File: src/rtl/tetris_pkg.sv
// Shared Tetris definitions: piece codes, board geometry, palette and the
// piece plotter state encoding.
package tetris_pkg;

    localparam logic [2:0] BLK_I = 3'd0;
    localparam logic [2:0] BLK_J = 3'd1;
    localparam logic [2:0] BLK_L = 3'd2;
    localparam logic [2:0] BLK_O = 3'd3;
    localparam logic [2:0] BLK_S = 3'd4;
    localparam logic [2:0] BLK_T = 3'd5;
    localparam logic [2:0] BLK_Z = 3'd6;

    localparam int unsigned BOARD_COLS  = 10;
    localparam int unsigned BOARD_ROWS  = 20;
    localparam int unsigned CELL_PX_DEF = 4;

    // Colours are RRGGBB
    localparam logic [5:0] COL_BG = 6'b00_00_00;
    localparam logic [5:0] COL_I  = 6'b00_11_11;
    localparam logic [5:0] COL_J  = 6'b00_00_11;
    localparam logic [5:0] COL_L  = 6'b11_10_00;
    localparam logic [5:0] COL_O  = 6'b11_11_00;
    localparam logic [5:0] COL_S  = 6'b00_11_00;
    localparam logic [5:0] COL_T  = 6'b10_00_10;
    localparam logic [5:0] COL_Z  = 6'b11_00_00;

    typedef enum logic [1:0] {
        StIdle,
        StLoad,
        StDraw,
        StDone
    } plot_state_t;

    // Extract the 2-bit offset of cell k from a packed 4-cell offset word.
    function automatic logic [1:0] cell_field(input logic [7:0] packed_v, input logic [1:0] k);
        return packed_v[{k, 1'b0} +: 2];
    endfunction

endpackage

File: src/rtl/cell_to_pixel.sv
// Maps a board cell (origin plus offset) and a pixel within that cell to
// framebuffer coordinates. Shared with the board redraw logic.
module cell_to_pixel #(
    parameter int unsigned CELL_PX  = 4,
    parameter int unsigned BOARD_X0 = 40,
    parameter int unsigned BOARD_Y0 = 0
) (
    input  logic [3:0] origin_x,
    input  logic [4:0] origin_y,
    input  logic [1:0] lx,
    input  logic [1:0] ly,
    input  logic [2:0] px,
    input  logic [2:0] py,
    output logic [7:0] pix_x,
    output logic [6:0] pix_y
);

    // Sums are formed at 10 bits and then truncated to the framebuffer widths.
    always_comb begin
        pix_x = 8'(10'(BOARD_X0) + (10'(origin_x) + 10'(lx)) * 10'(CELL_PX) + 10'(px));
        pix_y = 7'(10'(BOARD_Y0) + (10'(origin_y) + 10'(ly)) * 10'(CELL_PX) + 10'(py));
    end

endmodule

File: src/rtl/piece_plotter.sv
// Draws or erases one tetromino: latches the request, reads the piece table
// once, then emits one framebuffer plot per pixel of each of the four cells.
module piece_plotter
    import tetris_pkg::*;
#(
    parameter int unsigned CELL_PX   = CELL_PX_DEF,
    parameter int unsigned BOARD_X0  = 40,
    parameter int unsigned BOARD_Y0  = 0,
    parameter logic [5:0]  BG_COLOUR = COL_BG
) (
    input  logic       clk,
    input  logic       reset,
    input  logic       start,
    input  logic       erase,
    input  logic [2:0] block,
    input  logic [1:0] rotation,
    input  logic [3:0] origin_x,
    input  logic [4:0] origin_y,
    output logic [2:0] lut_block,
    output logic [1:0] lut_rotation,
    input  logic [7:0] lut_x,
    input  logic [7:0] lut_y,
    input  logic [5:0] lut_colour,
    output logic       busy,
    output logic       done,
    output logic       plot,
    output logic [7:0] vga_x,
    output logic [6:0] vga_y,
    output logic [5:0] vga_colour
);

    localparam logic [2:0] PX_LAST = 3'(CELL_PX - 1);

    plot_state_t state;

    logic [3:0] ox_q;
    logic [4:0] oy_q;
    logic       erase_q;
    logic [7:0] xs_q;
    logic [7:0] ys_q;
    logic [5:0] colour_q;
    logic [1:0] k_q;
    logic [2:0] px_q;
    logic [2:0] py_q;
    logic [7:0] hold_x;
    logic [6:0] hold_y;
    logic [5:0] hold_colour;

    logic [1:0] cell_lx;
    logic [1:0] cell_ly;
    logic [7:0] pix_x;
    logic [6:0] pix_y;

    always_comb begin
        cell_lx = cell_field(xs_q, k_q);
        cell_ly = cell_field(ys_q, k_q);
    end

    cell_to_pixel #(
        .CELL_PX  (CELL_PX),
        .BOARD_X0 (BOARD_X0),
        .BOARD_Y0 (BOARD_Y0)
    ) u_cell_to_pixel (
        .origin_x (ox_q),
        .origin_y (oy_q),
        .lx       (cell_lx),
        .ly       (cell_ly),
        .px       (px_q),
        .py       (py_q),
        .pix_x    (pix_x),
        .pix_y    (pix_y)
    );

    always_ff @(posedge clk or posedge reset) begin
        if (reset) begin
            state        <= StIdle;
            lut_block    <= '0;
            lut_rotation <= '0;
            ox_q         <= '0;
            oy_q         <= '0;
            erase_q      <= 1'b0;
            xs_q         <= '0;
            ys_q         <= '0;
            colour_q     <= '0;
            k_q          <= '0;
            px_q         <= '0;
            py_q         <= '0;
            hold_x       <= '0;
            hold_y       <= '0;
            hold_colour  <= '0;
        end else begin
            case (state)
                StIdle: begin
                    if (start) begin
                        // The table address registers double as the request latch.
                        lut_block    <= block;
                        lut_rotation <= rotation;
                        ox_q         <= origin_x;
                        oy_q         <= origin_y;
                        erase_q      <= erase;
                        state        <= StLoad;
                    end
                end
                StLoad: begin
                    xs_q     <= lut_x;
                    ys_q     <= lut_y;
                    colour_q <= erase_q ? BG_COLOUR : lut_colour;
                    k_q      <= '0;
                    px_q     <= '0;
                    py_q     <= '0;
                    state    <= StDraw;
                end
                StDraw: begin
                    hold_x      <= pix_x;
                    hold_y      <= pix_y;
                    hold_colour <= colour_q;
                    if (px_q != PX_LAST) begin
                        px_q <= px_q + 3'd1;
                    end else begin
                        px_q <= '0;
                        if (py_q != PX_LAST) begin
                            py_q <= py_q + 3'd1;
                        end else begin
                            py_q <= '0;
                            if (k_q != 2'd3) begin
                                k_q <= k_q + 2'd1;
                            end else begin
                                state <= StDone;
                            end
                        end
                    end
                end
                StDone: begin
                    state <= StIdle;
                end
                default: begin
                    state <= StIdle;
                end
            endcase
        end
    end

    // Outside DRAW the pixel outputs show the last plotted pixel.
    always_comb begin
        plot       = (state == StDraw);
        done       = (state == StDone);
        busy       = (state != StIdle);
        vga_x      = plot ? pix_x : hold_x;
        vga_y      = plot ? pix_y : hold_y;
        vga_colour = plot ? colour_q : hold_colour;
    end

endmodule

File: config.mk
export PLATFORM = sky130hd
export DESIGN_NAME = piece_plotter
export DESIGN_NICKNAME = d
export VERILOG_FILES = /design/src/rtl/tetris_pkg.sv /design/src/rtl/cell_to_pixel.sv /design/src/rtl/piece_plotter.sv
export SDC_FILE = /design/constraint.sdc
export NUM_CORES = 1
export LEC_CHECK = 0
export ABC_AREA = 1
export CAP_MARGIN = 20
export CORE_AREA = 5 5 105 107
export CTS_CLUSTER_DIAMETER = 40
export DETAILED_ROUTE_END_ITERATION = 8
export DIE_AREA = 0 0 110 112
export DONT_BUFFER_PORTS = 1
export MAX_ROUTING_LAYER = met4
export PLACE_DENSITY_LB_ADDON = 0.25
export SYNTH_ARGS = -nofsm -noshare
export SYNTH_HDL_FRONTEND = slang
export SYNTH_HIERARCHICAL = 1
export SYNTH_SLANG_ARGS = --single-unit
File: constraint.sdc
create_clock -name clk -period 3.43 [get_ports clk]
set_input_delay 0.8575 -clock clk [delete_from_list [all_inputs] [get_ports clk]]
set_output_delay 0.8575 -clock clk [all_outputs]
set_load 0.005 [all_outputs]
[After elaboration in Yosys (flattened, before gate mapping)]
Index checks and enable logic that the tools add are counted.
Widths: inputs -> output; s select.
Operators by class
  shift-type cells: 2
  multiply operators: 0
  equality and inequality tests: 11
  reduce and logical (&&, ||, !) cells: 7
  order comparisons: 0
  div/mod/pow operators: 0
  bitwise gates (word level): 0
  mux-type cells: 18
  $add $sub $neg: 8
Operators with widths (count)
  $shiftx 8x4->2: 2
  $mux 2: 7
  $mux 6: 2
  $pmux 3 s2: 2
  $ne 2x2->1 const B: 5
  $mux 3: 3
  $add 6x8->8 const A: 1
  $add 8x3->8: 1
  $mux 8: 1
  $pmux 2 s4: 1
  $reduce_and 4->1: 2
  $add 7x3->7: 1
  $mux 7: 1
  $add 3x1->3 const B: 2
  $ne 3x2->1 const B: 2
  $add 4x2->5: 1
  $add 5x2->5: 1
  $eq 2x2->1 const B: 2
  $pmux 2 s2: 1
  $reduce_and 2->1: 2
  $reduce_bool 2->1: 2
  $add 2x1->2 const B: 1
  $eq 2x1->1 const B: 1
  $logic_not 2->1: 1
  $ne 2x1->1 const B: 1
Word-level totals
  bits in read-only memories: 0
  memories kept: 0
  memory bits (writable): 0
  bits in latches: 0
  bits in registers: 68

[Depth between registers and ports, before layout]
Gate-level depths: netlist of run 1.
  word-level depth: 5
  mapped depth: 14

[Hierarchy]
The synthesis of run 1 kept the hierarchy.
Modules (own cells, without submodules)
  piece_plotter: instances 1, area an instance 2941.6 um^2, sequential area each 1701.6 um^2, cells each 291
  cell_to_pixel: instances 1, area an instance 426.7 um^2, sequential area each 0.0 um^2, cells each 72

[Least setup slack after synthesis of run 1]
Ideal clock, no wire load.
  path type: register to output
  start point: register k_q[0]
  end point: output port vga_x[6]
  arrival: 2270 ps
  path slack: 303 ps
  required time: 2572 ps
  stages on the path, launching flop included: 15
  cells stage by stage: dfrtp_1 buf_2 buf_2 o211ai_1 nand2_1 ha_1 fa_1 inv_1 ha_1 nand3b_1 nand3_1 nand2_1 nand2_1 nand2_1 nand2_1
Between the ends
  word-level cells in the longest chain between the ends: 5
RTL lines
  start: declaration: RTL line piece_plotter.sv:42  | logic [1:0] k_q;
  start signal: assignment: RTL line piece_plotter.sv:126  | k_q <= k_q + 2'd1;
  $shiftx 8x4->2: RTL line tetris_pkg.sv:36  | return packed_v[{k, 1'b0} +: 2];
  via cell_lx[0]: RTL line piece_plotter.sv:49  | logic [1:0] cell_lx;
  $add 4x2->5: RTL line cell_to_pixel.sv:20  | pix_x = 8'(10'(BOARD_X0) + (10'(origin_x) + 10'(lx)) * 10'(CELL_PX) + 10'(px));
  $add 6x8->8: RTL line cell_to_pixel.sv:20
  $add 8x3->8: RTL line cell_to_pixel.sv:20
  via pix_x[6]: RTL line piece_plotter.sv:51  | logic [7:0] pix_x;
  $mux 8
  end: declaration: RTL line piece_plotter.sv:27  | output logic [7:0] vga_x,
The timed path passes the listed nets, and every way through them passes these cells.

[Worst setup path after layout of run 1]
Ends and elaborated chain as after synthesis.

==> impl_metrics.yaml, run 1 <==
routing:
  drc_errors: 0
  firstDrtPassIters: 4
  wirelength_um: 7280
  drtIter0Drc: 102
  routedWlPerCell_um: 14.3
  vias: 2345
  via_per_inst: 4.59
  detail-route-antenna-nets: 0
critical_path:
  path_class: "flip-flop to primary output"
  cp.required_ps: 2570
  cp.arrival_ps: 2490
  start_kind: "flip-flop"
  critPathLaunch: "k_q[0]$_DFFE_PP0P_"
  cp-end-kind: "primary output"
  ff2ff_setup_slack_ps: 1180
  reg2reg_from: "k_q[0]$_DFFE_PP0P_"
  cp_max_fo: 8
place:
  dp_worst_setup_slack_ps: 128
  placed_area_um2: 3450
  hpwl_um: 5230
  gp_congestion: 0.797
  port-buffer-count: 0
final_layout:
  insertedDiodeCount: 0
  final_common_cell: "nand2_1"
  drive_gt1_share_pct: 18.1
  final_area_um2: 3780
  utilization_pct: 37.6
  fill_cells: 1027
  seq_area_um2: 1700
  syn2layout_area_growth_pct: 12.1
  layout_common_cells: "nand2_1 (104), dfrtp_1 (66), inv_1 (41), o21ai_0 (25), nand3_1 (24)"
  fin_nets: 428
  multi_input_area_um2: 1450
sta:
  hold_viol: 0
  relSlewSlack_pct: 65.6
  timing.hold.ws_ps: 347
  fin_crit_ps: 3350
  rsz0062_at_grt: "yes"
  fin_crit_sh_pct: 97.6
  report.final.slew_viol_count: 0
  finalSetupViolations: 0
  timing.final.ws_setup_ps: 80.8
  worst_pin_slew_ps: 515
  max_freq_mhz: 299
  skew_ps: 6.33
power_and_ir_drop:
  p_seq_share_pct: 35.0
  p_clk_share_pct: 15.5
  ir_worst_vdd_mv: 0.354
  p_sw_uw: 1660
  power-per-cell-area_nw_per_um2: 1060
  pwr-share-comb_pct: 49.5
  leakagePower_uw: 0.00188
  p_int_uw: 2340
  p_sw_share_pct: 41.5
  p_total_uw: 3990
clock_tree:
  clk_pin_slew_ps: 70
  ctsHoldBuffers: 0
  clkLatencyLatePin_ps: 340
  clockBufferDepth: 2
  cts_root_buf: "clkbuf_8"
  tritoncts: "built"
  cts.sinks: 68
  cts_made_buffers: 9
  htree_levels: 3
floorplanning:
  initial_core_util_pct: 33.5
  fp.dieW_um: 110
  num_rows: 37
  die_area_um2: 12300
  io-pin-count: 69
  fp.coreArea_um2: 10000
  die_height_um: 112
global_route:
  grt_antenna_before_repair: 0
  overflow: 0
  grt_max_degree: 36
  grt_pass1_wl_um: 12100
  grt_pass1_vias: 2419
  groute.usage.overall_pct: 13.2
logic_synthesis:
  synth_area_leaders: "dfrtp_1 (51%), nand2_1 (12%), ha_1 (5.9%)"
  synth-seq-cells: 68
  syn_area_per_cell_um2: 9.28
  synthCells: 363
  ys_warn_count: 6
  syn_area_um2: 3370
  synth.distinct_cells: 25
  synth_top_area_cell: "dfrtp_1"
  yosysSeqAreaShare_pct: 50.5
  syn_nets: 421
  synth_top_area_share_pct: 50.5
min_path:
  hp-class: "primary input to async pin"
run:
  maxCapViolCount: 0
run_status:
  outcome: "completed"
==> worst max-delay path: stages, from the launching register on <==
cell and delay, ps:
dfrtp_2 410, buf_6 140, nand2_2 40, o211ai_1 70, nand2_1 90, ha_2 190
fa_1 500, inv_1 50, ha_2 170, nand3b_1 150, nand3_1 70, nand2_1 50
nand2_1 50, nand2_1 60, nand2_2 100
==> area by class of cell <==
type,count,area share [%]
Multi-Input combinational cell,234,38.4
Clock buffer,15,4.67
Inverter,44,4.37
Sequential cell,68,45.1
Clock inverter,1,0.133
Timing Repair Buffer,13,2.78
Tap cell,136,4.51
==> synthesized netlist by cell type (all sizes together) <==
library cell / n
o21ai: 28
o211ai: 5
a21oi: 5
nand3: 24
xnor2: 1
ha: 16
or2: 1
o21a: 1
mux2: 22
nand4: 7
xor2: 2
buf: 15
fa: 2
nor2: 8
nand3b: 1
clkbuf: 2
inv: 44
nand2: 111
dfrtp: 68
==> layer usage <==
layer  vias to the layer above  share of wire (%)  global-route usage, %
met5                         -                  0                      -
met4                         0                2.0                   6.15
met3                        13                4.5                   3.48
met2                        42                 48                   19.6
met1                      1119                 45                   16.5
li1                       1171                  -                      -
==> logic make-up after synthesis <==
logic type	Yosys count	share of synthesized area, %
simple gates	152	18.8
flops	68	50.5
buf+inv	61	8.32
compound gates	39	6.24
mux	22	8.25
fa+ha+maj	18	7.13
xor+xnor	3	0.780
==> through the flow <==
step | cells | setup TNS [ps]
after floorplan | 363 | 0
after global placement | 486 | 0
after detailed placement | 486 | 0
after CTS | 508 | 0
after global routing | 511 | -209
final | 511 | 0
==> power groups by stage <==
stage / Clock, uW / Combinational [uW] / Sequential (uW)
6_report: 617 / 1980 / 1400
5_1_grt: 680 / 2280 / 1440
4_1_cts: 641 / 1890 / 1390
3_5_place_dp: 0 / 1800 / 1410
3_3_place_gp: 0 / 1750 / 1400
2_1_floorplan: 0 / 1520 / 1330
==> final timing paths <==
kind	endpoint	depth (start not counted)
max	vga_x[6]	14
min	k_q[1]$_DFFE_PP0P_	1
max reg2reg	hold_y[6]$_DFF_PP0_	13
min reg2reg	hold_x[6]$_DFF_PP0_	2
max in group asynchronous	hold_x[4]$_DFF_PP0_	2
min in group clk	hold_x[6]$_DFF_PP0_	2
==> state kept, by name, summed over array words and instances (netlist names) <==
signal	count
hold_y	7
ox_q	4
hold_x	8
ys_q	8
oy_q	5
k_q	2
state	2
hold_colour	6
lut_block	3
xs_q	8
lut_rotation	2
py_q	3
erase_q	1
colour_q	6
px_q	3
==> what timing repair did <==
| item | CTS | global route |
|---|---|---|
| resized for setup | 12 | 12 |
| hold endpoints to repair | 0 | 0 |
| setup endpoints to repair | 6 | 4 |
| buffers inserted | 6 | 3 |
| pin swaps | 9 | 17 |
| gates cloned | 0 | 0 |
No activity file was read; power rests on OpenSTA's default activity.
==> inputs of run 2 (changes only) <==
CORE_AREA = 2 2 80 82   (was 5 5 105 107)
DIE_AREA = 0 0 82 84   (was 0 0 110 112)
==> run 2 against run 1 <==
Wire length decreased by 15%. Combinational power shrank 5%. Sequential power barely moved. Non-clock buffer count decreased by 2. Global-route usage is 7.6 points higher. Maximum frequency decreased by 1.2%. Die area fell by 44%. Via count fell by 2.0%. First-iteration DRC count grew 14%. Highest routed layer unchanged.
==> impl_metrics.yaml, run 2 (synthesis results as in run 1) <==
floorplanning:
  num_rows: 29
  fp.coreArea_um2: 6100
  die_height_um: 84
  die_area_um2: 6890
  io-pin-count: 69
  initial_core_util_pct: 55.3
  fp.dieW_um: 82
routing:
  vias: 2298
  detail-route-antenna-nets: 0
  wirelength_um: 6210
  drc_errors: 0
  top_layer: "met4"
  dr_wl_met3_um: 345
  routedWlPerCell_um: 13.8
  firstDrtPassIters: 4
  met1_length_um: 2910
  via_per_inst: 5.11
  wl_met2_um: 2900
  drtIter0Drc: 116
final_layout:
  drive_gt1_share_pct: 17.7
  largestRegisters: "hold_x x8, xs_q x8, ys_q x8"
  fill_cells: 561
  fin_nets: 426
  insertedDiodeCount: 0
  syn2layout_area_growth_pct: 8.77
  final-instance-count-excl-fill: 450
  layout_common_cells: "nand2_1 (105), dfrtp_1 (66), inv_1 (41), o21ai_0 (25), nand3_1 (24)"
  final_common_cell: "nand2_1"
min_path:
  hp-start: "hold_y[6]$_DFF_PP0_"
  hp-class: "flip-flop to flip-flop"
sta:
  fin_crit_ps: 3390
  hold_viol: 0
  finalSetupViolations: 0
  max_freq_mhz: 295
  relSlewSlack_pct: 39.5
  report.final.slew_viol_count: 0
  timing.hold.ws_ps: 498
  tns_ps: 0
  fin_crit_sh_pct: 98.9
  rsz0062_at_grt: "yes"
  skew_ps: 7.49
  timing.final.ws_setup_ps: 39.1
  worst_pin_slew_ps: 907
clock_tree:
  htree_levels: 3
  clk_pin_slew_ps: 70
  cts.sinks: 68
  tritoncts: "built"
  cts_made_buffers: 9
  ctsHoldBuffers: 0
  clkLatencyLatePin_ps: 340
  clockBufferDepth: 2
  cts_root_buf: "clkbuf_8"
global_route:
  grt_pass1_wl_um: 10700
  grt_antenna_before_repair: 0
  grt_max_degree: 46
  groute.usage.overall_pct: 20.7
  grt_pass1_vias: 2298
  overflow: 0
critical_path:
  crit_chain: "buf_4 -> o211ai_1 -> nand2_1 -> ha_4 -> fa_1 -> ha_2 -> inv_2 -> nor2_2 -> nand3_1 -> nand2_1 -> nand2_1 -> nand2_2"
  reg2reg_from: "k_q[0]$_DFFE_PP0P_"
  cp.arrival_ps: 2530
  cpPeakStageDelay_ps: 510
  critPathLaunch: "k_q[0]$_DFFE_PP0P_"
  cp.required_ps: 2570
  start_kind: "flip-flop"
  path_class: "flip-flop to primary output"
  cp_max_fo: 6
  cp_slowest_cell: "fa_1"
  path_common_cell: "nand2_1"
  cp-end-kind: "primary output"
place:
  hpwl_um: 4420
  dp_worst_setup_slack_ps: 172
  gp_congestion: 0.769
  post-place-cells: 427
  port-buffer-count: 0
power_and_ir_drop:
  ir_worst_vdd_mv: 0.500
  leakagePower_uw: 0.00187
  p_clk_share_pct: 15.9
  power-per-cell-area_nw_per_um2: 1060
  p_int_uw: 2310
  p_seq_share_pct: 35.6
  p_sw_uw: 1590
  p_sw_share_pct: 40.8
  pwr-share-comb_pct: 48.5
run_status:
  outcome: "completed"
run:
  maxCapViolCount: 0
[run 2: metal layers]
metal / vias up / track usage (%)
li1: 1168 / -
met1: 1068 / 28.7
met2: 56 / 29.9
met3: 6 / 4.87
met4: 0 / 7.27
met5: - / -
[run 2: worst paths after layout]
| kind | to | slack, ps | cells past startpoint |
|---|---|---|---|
| max | vga_y[6] | 40 | 12 |
| min | hold_y[6]$_DFF_PP0_ | 500 | 2 |
| max reg2reg | hold_y[6]$_DFF_PP0_ | 1120 | 13 |
| min reg2reg | hold_y[6]$_DFF_PP0_ | 500 | 2 |
| max in group asynchronous | hold_x[1]$_DFF_PP0_ | 2110 | 2 |
| min in group asynchronous | lut_rotation[0]$_DFFE_PP0P_ | 590 | 1 |
[run 2: final cells by class]
class | count | area, um^2 | share of cell area [%]
well taps | 77 | 96.3 | 2.63
inverters | 44 | 165 | 4.51
clock inverters | 6 | 55.1 | 1.50
clock buffers | 10 | 128 | 3.48
repair buffers | 11 | 86.3 | 2.36
flip-flops and latches | 68 | 1700 | 46.5
multi-input cells | 234 | 1430 | 39.0
[run 2: per-stage QoR]
| stage | area (um^2) | utilization (%) | power (uW) |
|---|---|---|---|
| 2_1_floorplan | 3370 | - | 2850 |
| 3_3_place_gp | 3380 | 55.4 | 3080 |
| 3_5_place_dp | 3380 | 55.4 | 3150 |
| 4_1_cts | 3610 | 59.2 | 3830 |
| 5_1_grt | 3660 | 60.1 | 4310 |
| 6_report | 3660 | 60.1 | 3900 |
[run 2: power groups by stage]
stage               sequential [uW]  combinational [uW]  clock, uW
detailed placement             1410                1740          0
floorplan                      1330                1520          0
finish                         1390                1890        620
CTS                            1390                1810        637
global route                   1440                2190        675
global placement               1400                1680          0
[run 2: what timing repair did]
action	in CTS	in global routing
endpoints found under the setup margin	6	6
pin swaps	0	13
setup buffers	4	3
gates resized for setup	7	12
hold endpoints to repair	0	0
[run 2: worst max-delay path: cells and delay by family, from the launching register on]
family                   cells  cell delay, ps
adder cells (fa/ha/maj)      3             880
AND/OR/NAND/NOR              6             530
flip-flops                   1             440
buffers and inverters        2             200
AO/OA/AOI/OAI                1             150
